<file path="config.mk">
export PLATFORM = sky130hd
export DESIGN_NAME = branch_resolve_unit
export DESIGN_NICKNAME = d
export VERILOG_FILES = /design/src/rtl/branch_resolve_unit_pkg.sv /design/src/rtl/zero_detect_64.sv /design/src/rtl/branch_resolve_unit.sv
export SDC_FILE = /design/constraint.sdc
export NUM_CORES = 1
export LEC_CHECK = 0
export CAP_MARGIN = 20
export CORE_MARGIN = 5
export CORE_UTILIZATION = 45
export CTS_CLUSTER_SIZE = 25
export DETAILED_ROUTE_END_ITERATION = 16
export GPL_TIMING_DRIVEN = 0
export PLACE_DENSITY = 0.79
export SETUP_SLACK_MARGIN = 0.2
export SKIP_CTS_REPAIR_TIMING = 1
export SYNTH_ARGS = -nofsm -noshare
export SYNTH_HDL_FRONTEND = slang
export SYNTH_SLANG_ARGS = --single-unit
</file>
<file path="constraint.sdc">
create_clock -name clk -period 3.86 [get_ports clk]
set_input_delay 0.579 -clock clk [delete_from_list [all_inputs] [get_ports clk]]
set_output_delay 0.579 -clock clk [all_outputs]
set_load 0.01 [all_outputs]
</file>
<file path="src/rtl/branch_resolve_unit_pkg.sv">
// Shared definitions for the execute-stage branch resolver.
// Covers FSM state encoding and one-hot branch-type decode with priority.
package branch_resolve_unit_pkg;

  typedef enum logic [0:0] {
    ST_IDLE  = 1'b0,
    ST_FLUSH = 1'b1
  } brs_state_t;

  localparam logic [2:0] BR_NONE = 3'b000;
  localparam logic [2:0] BR_B    = 3'b001;
  localparam logic [2:0] BR_CBZ  = 3'b010;
  localparam logic [2:0] BR_CBNZ = 3'b100;

  // Illegal multi-hot encodings collapse to one type: B beats CBZ beats CBNZ.
  function automatic logic [2:0] decode_branch(input logic is_b,
                                               input logic is_cbz,
                                               input logic is_cbnz);
    logic [2:0] br_type;
    br_type = BR_NONE;
    if (is_b)
      br_type = BR_B;
    else if (is_cbz)
      br_type = BR_CBZ;
    else if (is_cbnz)
      br_type = BR_CBNZ;
    return br_type;
  endfunction

endpackage

</file>
<file path="src/rtl/zero_detect_64.sv">
// Combinational all-zero detect on the forwarded Rt operand.
module zero_detect_64 #(
  parameter int W = 64
) (
  input  logic [W-1:0] operand,
  output logic         zero
);

  assign zero = (operand == '0);

endmodule

</file>
<file path="src/rtl/branch_resolve_unit.sv">
// Resolves CBZ/CBNZ/B in execute, issues a registered one-cycle redirect,
// holds a flush window afterwards, and keeps a saturating taken-branch count.
module branch_resolve_unit
  import branch_resolve_unit_pkg::*;
#(
  parameter int ADDR_W       = 64,
  parameter int FLUSH_CYCLES = 2,
  parameter int CNT_W        = 16
) (
  input  logic              clk,
  input  logic              reset,
  input  logic              in_valid,
  input  logic              stall,
  input  logic              is_cbz,
  input  logic              is_cbnz,
  input  logic              is_b,
  input  logic [ADDR_W-1:0] pc,
  input  logic [ADDR_W-1:0] imm_offset,
  input  logic [ADDR_W-1:0] rt_val,
  output logic              redirect_valid,
  output logic [ADDR_W-1:0] redirect_pc,
  output logic              flush,
  output logic              busy,
  output logic [CNT_W-1:0]  taken_count
);

  localparam int FCW = (FLUSH_CYCLES > 1) ? $clog2(FLUSH_CYCLES) : 1;

  brs_state_t        state_reg, state_next;
  logic [FCW-1:0]    flush_cnt_reg, flush_cnt_next;
  logic              redirect_valid_reg, redirect_valid_next;
  logic [ADDR_W-1:0] redirect_pc_reg, redirect_pc_next;
  logic [CNT_W-1:0]  taken_count_reg, taken_count_next;

  logic              zero;
  logic [2:0]        br_type;
  logic              taken;
  logic [ADDR_W-1:0] target;

  zero_detect_64 #(.W(ADDR_W)) u_zero_detect (
    .operand (rt_val),
    .zero    (zero)
  );

  assign br_type = decode_branch(is_b, is_cbz, is_cbnz);

  always_comb begin
    taken = 1'b0;
    if (in_valid) begin
      case (br_type)
        BR_B:    taken = 1'b1;
        BR_CBZ:  taken = zero;
        BR_CBNZ: taken = ~zero;
        default: taken = 1'b0;
      endcase
    end
  end

  // Word offset scaled to bytes; overflow wraps silently.
  assign target = pc + {imm_offset[ADDR_W-3:0], 2'b00};

  always_comb begin
    state_next          = state_reg;
    flush_cnt_next      = flush_cnt_reg;
    redirect_valid_next = redirect_valid_reg;
    redirect_pc_next    = redirect_pc_reg;
    taken_count_next    = taken_count_reg;
    // A stalled pipeline freezes everything, including a pending redirect pulse.
    if (!stall) begin
      redirect_valid_next = 1'b0;
      case (state_reg)
        ST_IDLE: begin
          if (taken) begin
            redirect_valid_next = 1'b1;
            redirect_pc_next    = target;
            flush_cnt_next      = FCW'(FLUSH_CYCLES - 1);
            state_next          = ST_FLUSH;
            if (taken_count_reg != '1)
              taken_count_next = taken_count_reg + CNT_W'(1);
          end
        end
        ST_FLUSH: begin
          if (flush_cnt_reg == '0)
            state_next = ST_IDLE;
          else
            flush_cnt_next = flush_cnt_reg - FCW'(1);
        end
        default: state_next = ST_IDLE;
      endcase
    end
  end

  always_ff @(posedge clk) begin
    if (reset) begin
      state_reg          <= ST_IDLE;
      flush_cnt_reg      <= '0;
      redirect_valid_reg <= 1'b0;
      redirect_pc_reg    <= '0;
      taken_count_reg    <= '0;
    end else begin
      state_reg          <= state_next;
      flush_cnt_reg      <= flush_cnt_next;
      redirect_valid_reg <= redirect_valid_next;
      redirect_pc_reg    <= redirect_pc_next;
      taken_count_reg    <= taken_count_next;
    end
  end

  assign redirect_valid = redirect_valid_reg;
  assign redirect_pc    = redirect_pc_reg;
  assign flush          = (state_reg == ST_FLUSH);
  assign busy           = (state_reg == ST_FLUSH);
  assign taken_count    = taken_count_reg;

endmodule

</file>
==> impl_metrics.yaml, run 1 <==
clock_network:
  htree_num_levels: 3
  cts_tree: "built"
  cts_root_buf: "clkbuf_16"
  worstSkewPairLatency_ps: 350
  clock_path_buffers: 2
  clk_pin_slew_ps: 70
  cts.sinks: 83
  numCtsBuffers: 9
placed_design:
  gp_congestion: 0.9757
  hpwl_mm: 21.34
  placed_cells: 1426
  post_dp_cell_area_mm2: 0.009985
  numPortBuffers: 279
floorplan:
  rows: 45
  fp.dieW_um: 134.3
  dieArea_mm2: 0.01805
  boundaryPins: 282
  core_area_mm2: 0.01520
  start_util_pct: 45.76
  fp.dieH_um: 134.3
cells_and_area:
  seq_area_mm2: 0.001662
  final_common_cell: "clkdlybuf4s50_1"
  n_antenna_cell: 0
  final_area_mm2: 0.01041
  nNetsFinal: 1515
  largest_reg_flops: 64
  final_util_pct: 68.49
  final_cells: 1446
  mostFrequentLayoutCells: "clkdlybuf4s50_1, nand2_1, a21oi_1"
  fillers: 1363
  multi_input_area_mm2: 0.005064
  area_delta_synth_final_pct: 49.66
  drive_gt1_share_pct: 4.452
job:
  maxCapViolations: 0
drt:
  wl_per_cell_um: 17.96
  antenna_left: 0
  drt_pre_antenna_iters: 5
  initialDrtViolationCount: 627
  vias: 8246
  drc: 0
  drt-total-wl_mm: 25.97
  viasPerCell: 5.703
worst_setup_path:
  worstSetupEndpointType: "register"
  required_ps: 4130
  crit_path_max_fanout: 5
  critPathKind: "input pin to register"
  arrival_ps: 3810
  critPathLaunchType: "input pin"
status:
  status: "finished, final reports clean"
timing:
  rsz0062_at_grt: "no"
  fin_crit_ps: 3534
  finalMaxSlewViolations: 0
  hold_violations: 0
  fin_skew_ps: 6.590
  tns_ps: 0
  fmax_ghz: 0.2829
  slew_headroom_pct: 32.38
  post-route-period-util_pct: 91.57
  holdWs_ps: 448.1
  worst_pin_slew_ps: 1011
  setup_viol: 0
power:
  max-vdd-ir-drop_uv: 216.9
  powerDensity_mw_per_mm2: 281.1
  clkPwrFrac_pct: 29.8
  switching_share_pct: 34.89
  comb_power_share_pct: 38.5
  power_leakage_uw: 0.003938
  internal_power_uw: 1906
  seq_power_share_pct: 31.6
  p_switching_uw: 1021
logic_synthesis:
  synth-seq-cells: 83
  yosys_warnings: 0
  synth_cell_type_count: 66
  netlist_area_mm2: 0.006957
  ys.flop_type: "dfxtp_1"
  synth_nets: 1221
  syn_avg_cell_area_um2: 7.254
  ys_seq_area_share_pct: 23.88
  synthArstFlopShare_pct: 0
  netlist_instances: 959
  synth-edff-count: 0
global_routing:
  grt_pass1_wl_mm: 39.60
  grt_pass1_vias: 7761
  antenna_found_initial: 0
  grt.total_usage_pct: 27.21
  grt_max_degree: 17
  overflow: 0
worst_hold_path:
  hp-class: "register to register"
==> cell families after synthesis <==
family,synth area share [%]
flops,23.88
compound gates,28.31
mux,0.4496
simple gates,23.98
xor+xnor,7.302
buf+inv,4.640
fa+ha+maj,11.44
==> cells in the mapped netlist (11+ instances only) <==
master | count | area share (%)
nor2_1 | 58 | 3.1
nand4_1 | 28 | 2.5
a21o_1 | 24 | 2.6
xnor2_1 | 30 | 3.8
o21ai_0 | 58 | 4.2
or3_1 | 11 | 0.99
nand3_1 | 35 | 2.5
a21oi_1 | 134 | 9.6
nor4_1 | 21 | 1.9
o21bai_1 | 14 | 1.5
nor3_1 | 12 | 0.86
clkbuf_1 | 48 | 2.6
dfxtp_1 | 83 | 24
nand2_1 | 142 | 7.7
xor2_1 | 28 | 3.5
ha_1 | 62 | 11
inv_1 | 24 | 1.3
a211oi_1 | 14 | 1.5
==> routing by layer <==
layer	track usage (%)	routed length (um)	vias to the layer above
li1	-	-	4083
met4	9.502	739	0
met1	33.34	10740	3747
met5	0	0	-
met3	4.651	2075	39
met2	48.04	12410	377
==> worst max-delay path, stage by stage <==
cell	delay, ps
clkdlybuf4s50_1	420
ha_1	350
o21ai_0	130
o211ai_1	370
a31oi_1	190
o31a_1	390
o21ai_1	280
a41oi_1	380
or4_1	570
a31oi_1	130
==> power by group through the flow <==
stage,Combinational (uW),Clock [uW],Sequential (uW)
floorplan,605,0,960
CTS,1100,881,925
global placement,1090,0,943
detailed placement,1090,0,945
finish,1130,873,925
global route,1230,919,930
==> path summary, 6_finish.rpt <==
kind	from	end	slack (ps)	cells past startpoint
hold / removal	redirect_pc[19]	redirect_pc[19]	450	2
setup / recovery	pc[5]	redirect_pc[55]	330	10
setup reg to reg	taken_count[3]	taken_count[3]	1690	10
hold reg to reg	redirect_pc[19]	redirect_pc[19]	450	2
==> area by class of cell <==
cell class                 count  share of cell area, %
timing repair buffer         283                  27.14
sequential                    83                  15.96
tap                          188                  2.259
inverter                      25                 0.9013
clock inverter                 6                 0.5288
multi-input combinational    794                  48.64
buffer                        57                  2.283
clock buffer                  10                  2.295
==> metrics by stage <==
stage               setup slack, ps  total power [uW]
floorplan                     656.7              1565
global placement             -488.9              2029
detailed placement           -597.9              2037
CTS                          -247.4              2904
global route                  202.7              3081
finish                        325.6              2927
No activity file was read; power rests on OpenSTA's default activity.
==> run 2: changes to the inputs <==
CELL_PAD_IN_SITES_DETAIL_PLACEMENT = 1   (was unset)
CELL_PAD_IN_SITES_GLOBAL_PLACEMENT = 1   (was unset)
CORE_UTILIZATION = 31   (was 45)
SKIP_CTS_REPAIR_TIMING = unset   (was 1)
==> run 2 against run 1 <==
Sequential share of layout area down 0.33 points. Flip-flop and latch count unchanged. Clock skew up 1.6 ps. Critical path depth up 3. Core utilization down 20 points. Die area up 42%. Routed wire length up 15%. First-iteration DRC count down 37%. Fmax down 2.5%. Critical endpoint is now redirect_pc[60].
==> impl_metrics.yaml, run 2 (synthesis gave the netlist of run 1 again) <==
global_routing:
  grt_max_degree: 14
  grt.total_usage_pct: 22.48
  grt_pass1_wl_mm: 46.76
  grt_use_met3_pct: 3.969
  grtUsageMet2_pct: 39.90
  grtUsageMet1_pct: 27.53
  busiest_layer: "met2"
  grt_pass1_vias: 8498
  overflow: 0
  antenna_found_initial: 0
placed_design:
  hpwl_mm: 25.09
  gp_congestion: 0.8602
  numPortBuffers: 279
cells_and_area:
  largest_reg_flops: 64
  fillers: 2756
  mostFrequentLayoutCells: "clkdlybuf4s50_1, nand2_1, a21oi_1"
  nNetsFinal: 1520
  drive_gt1_share_pct: 5.542
  n_antenna_cell: 0
  final_common_cell: "clkdlybuf4s50_1"
  area_delta_synth_final_pct: 52.84
  final_util_pct: 48.42
worst_hold_path:
  hold_path_startpoint: "redirect_pc[22]"
  hp-class: "register to register"
timing:
  fin_crit_ps: 3624
  worst_pin_slew_ps: 1009
  tns_ps: 0
  fin_skew_ps: 8.182
  finalMaxSlewViolations: 0
  setup_viol: 0
  hold_violations: 0
  rsz0062_at_grt: "yes"
  holdWs_ps: 452.7
  fmax_ghz: 0.2759
  post-route-period-util_pct: 93.88
  slew_headroom_pct: 32.45
drt:
  antenna_left: 0
  initialDrtViolationCount: 398
  viasPerCell: 5.378
  drt_pre_antenna_iters: 4
  drc: 0
  drt-total-wl_mm: 29.87
  vias: 8298
  wl_per_cell_um: 19.36
floorplan:
  rows: 54
  dieArea_mm2: 0.02554
  fp.dieW_um: 159.8
  start_util_pct: 31.68
  fp.dieH_um: 159.8
  boundaryPins: 282
  core_area_mm2: 0.02196
worst_setup_path:
  worstSetupEndpointType: "register"
  critPathKind: "input pin to register"
  critPathMaxStageDelay_ps: 510
  path_cells: "clkdlybuf4s50_1, ha_2, inv_2, fa_2, nand2b_4, a21oi_4, o21ai_4, a2111oi_4, o21ai_4, a2111o_1, a21oi_4, mux2i_1, o311ai_1"
  required_ps: 4070
  critPathLaunchType: "input pin"
  crit_family: "compound AO/OA/AOI/OAI gates"
  crit_slowest_cell: "a2111oi_4"
  crit_start: "pc[2]"
  reg2reg_from: "taken_count[3]"
  arrival_ps: 3840
  critical_path_buf_inv_count: 2
  crit_path_max_fanout: 4
clock_network:
  cts_hold_buf: 0
  worstSkewPairLatency_ps: 350
  clock_path_buffers: 2
  cts.sinks: 83
  htree_num_levels: 3
  cts_tree: "built"
  numCtsBuffers: 9
  clk_pin_slew_ps: 60
  cts_root_buf: "clkbuf_16"
status:
  status: "finished, final reports clean"
job:
  maxCapViolations: 0
power:
  powerDensity_mw_per_mm2: 281.1
  max-vdd-ir-drop_uv: 164.2
  power_leakage_uw: 0.003974
## run 2: cell types whose count changed in the layout (fill, tap and decap cells not counted), sizes merged
| cell | before | now |
|---|---|---|
| inv | 28 | 24 |
| buf | 11 | 17 |
| clkinv | 1 | 4 |
| bufinv | 0 | 1 |
| clkinvlp | 2 | 1 |
## run 2: layout make-up
| class | instances | area (um2) | area share, % |
|---|---|---|---|
| buffer | 57 | 246.5 | 2.318 |
| clock buffer | 11 | 242.7 | 2.283 |
| clock inverter | 5 | 52.55 | 0.4942 |
| inverter | 25 | 93.84 | 0.8826 |
| multi-input combinational | 794 | 5122 | 48.18 |
| sequential | 83 | 1662 | 15.63 |
| tap | 280 | 350.3 | 3.295 |
| timing repair buffer | 288 | 2863 | 26.92 |
## run 2: path summary, 6_finish.rpt
| path | cells past startpoint | slack [ps] | end |
|---|---|---|---|
| worst max-delay path | 13 | 240 | redirect_pc[60] |
| worst max register to register | 10 | 1640 | taken_count[3] |
| worst min register to register | 2 | 450 | redirect_pc[22] |
| worst min-delay path | 2 | 450 | redirect_pc[22] |
## run 2: what timing repair did
| action | in CTS | in global routing |
|---|---|---|
| hold endpoints to repair | 0 | 0 |
| gates resized for setup | 13 | 35 |
| setup endpoints to repair | 49 | 35 |
| setup buffers | 2 | 7 |
| pin swaps | 5 | 15 |
## run 2: worst reg2reg max path, delay by kind of cell, from the launching register on
kind / cells / cell delay (ps)
AND/OR/NAND/NOR: 8 / 1370
XOR/XNOR: 1 / 160
flip-flops: 1 / 420
buffers and inverters: 1 / 160
## run 2: where the power goes
part | switching (uW) | leakage (uW) | internal (uW)
combinational | 622 | 0.00315 | 553
clock | 370 | 0.000145 | 516
sequential | 27.7 | 0.000674 | 900
total | 1020 | 0.00397 | 1970
## run 2: metrics by stage
stage,std cells,total power (uW),area [um2],setup slack (ps)
2_1_floorplan,959,1565,6957,656.7
3_3_place_gp,1518,2056,10100,-579.0
3_5_place_dp,1518,2076,10100,-685.5
4_1_cts,1536,2980,10470,228.8
5_1_grt,1543,3155,10630,137.7
6_report,1543,2989,10630,236.1
## run 2: routing by layer
metal | routed length (um) | up-vias
met5 | 0 | -
met4 | 734 | 0
met3 | 1842 | 36
met2 | 14510 | 258
met1 | 12780 | 3916
li1 | - | 4088
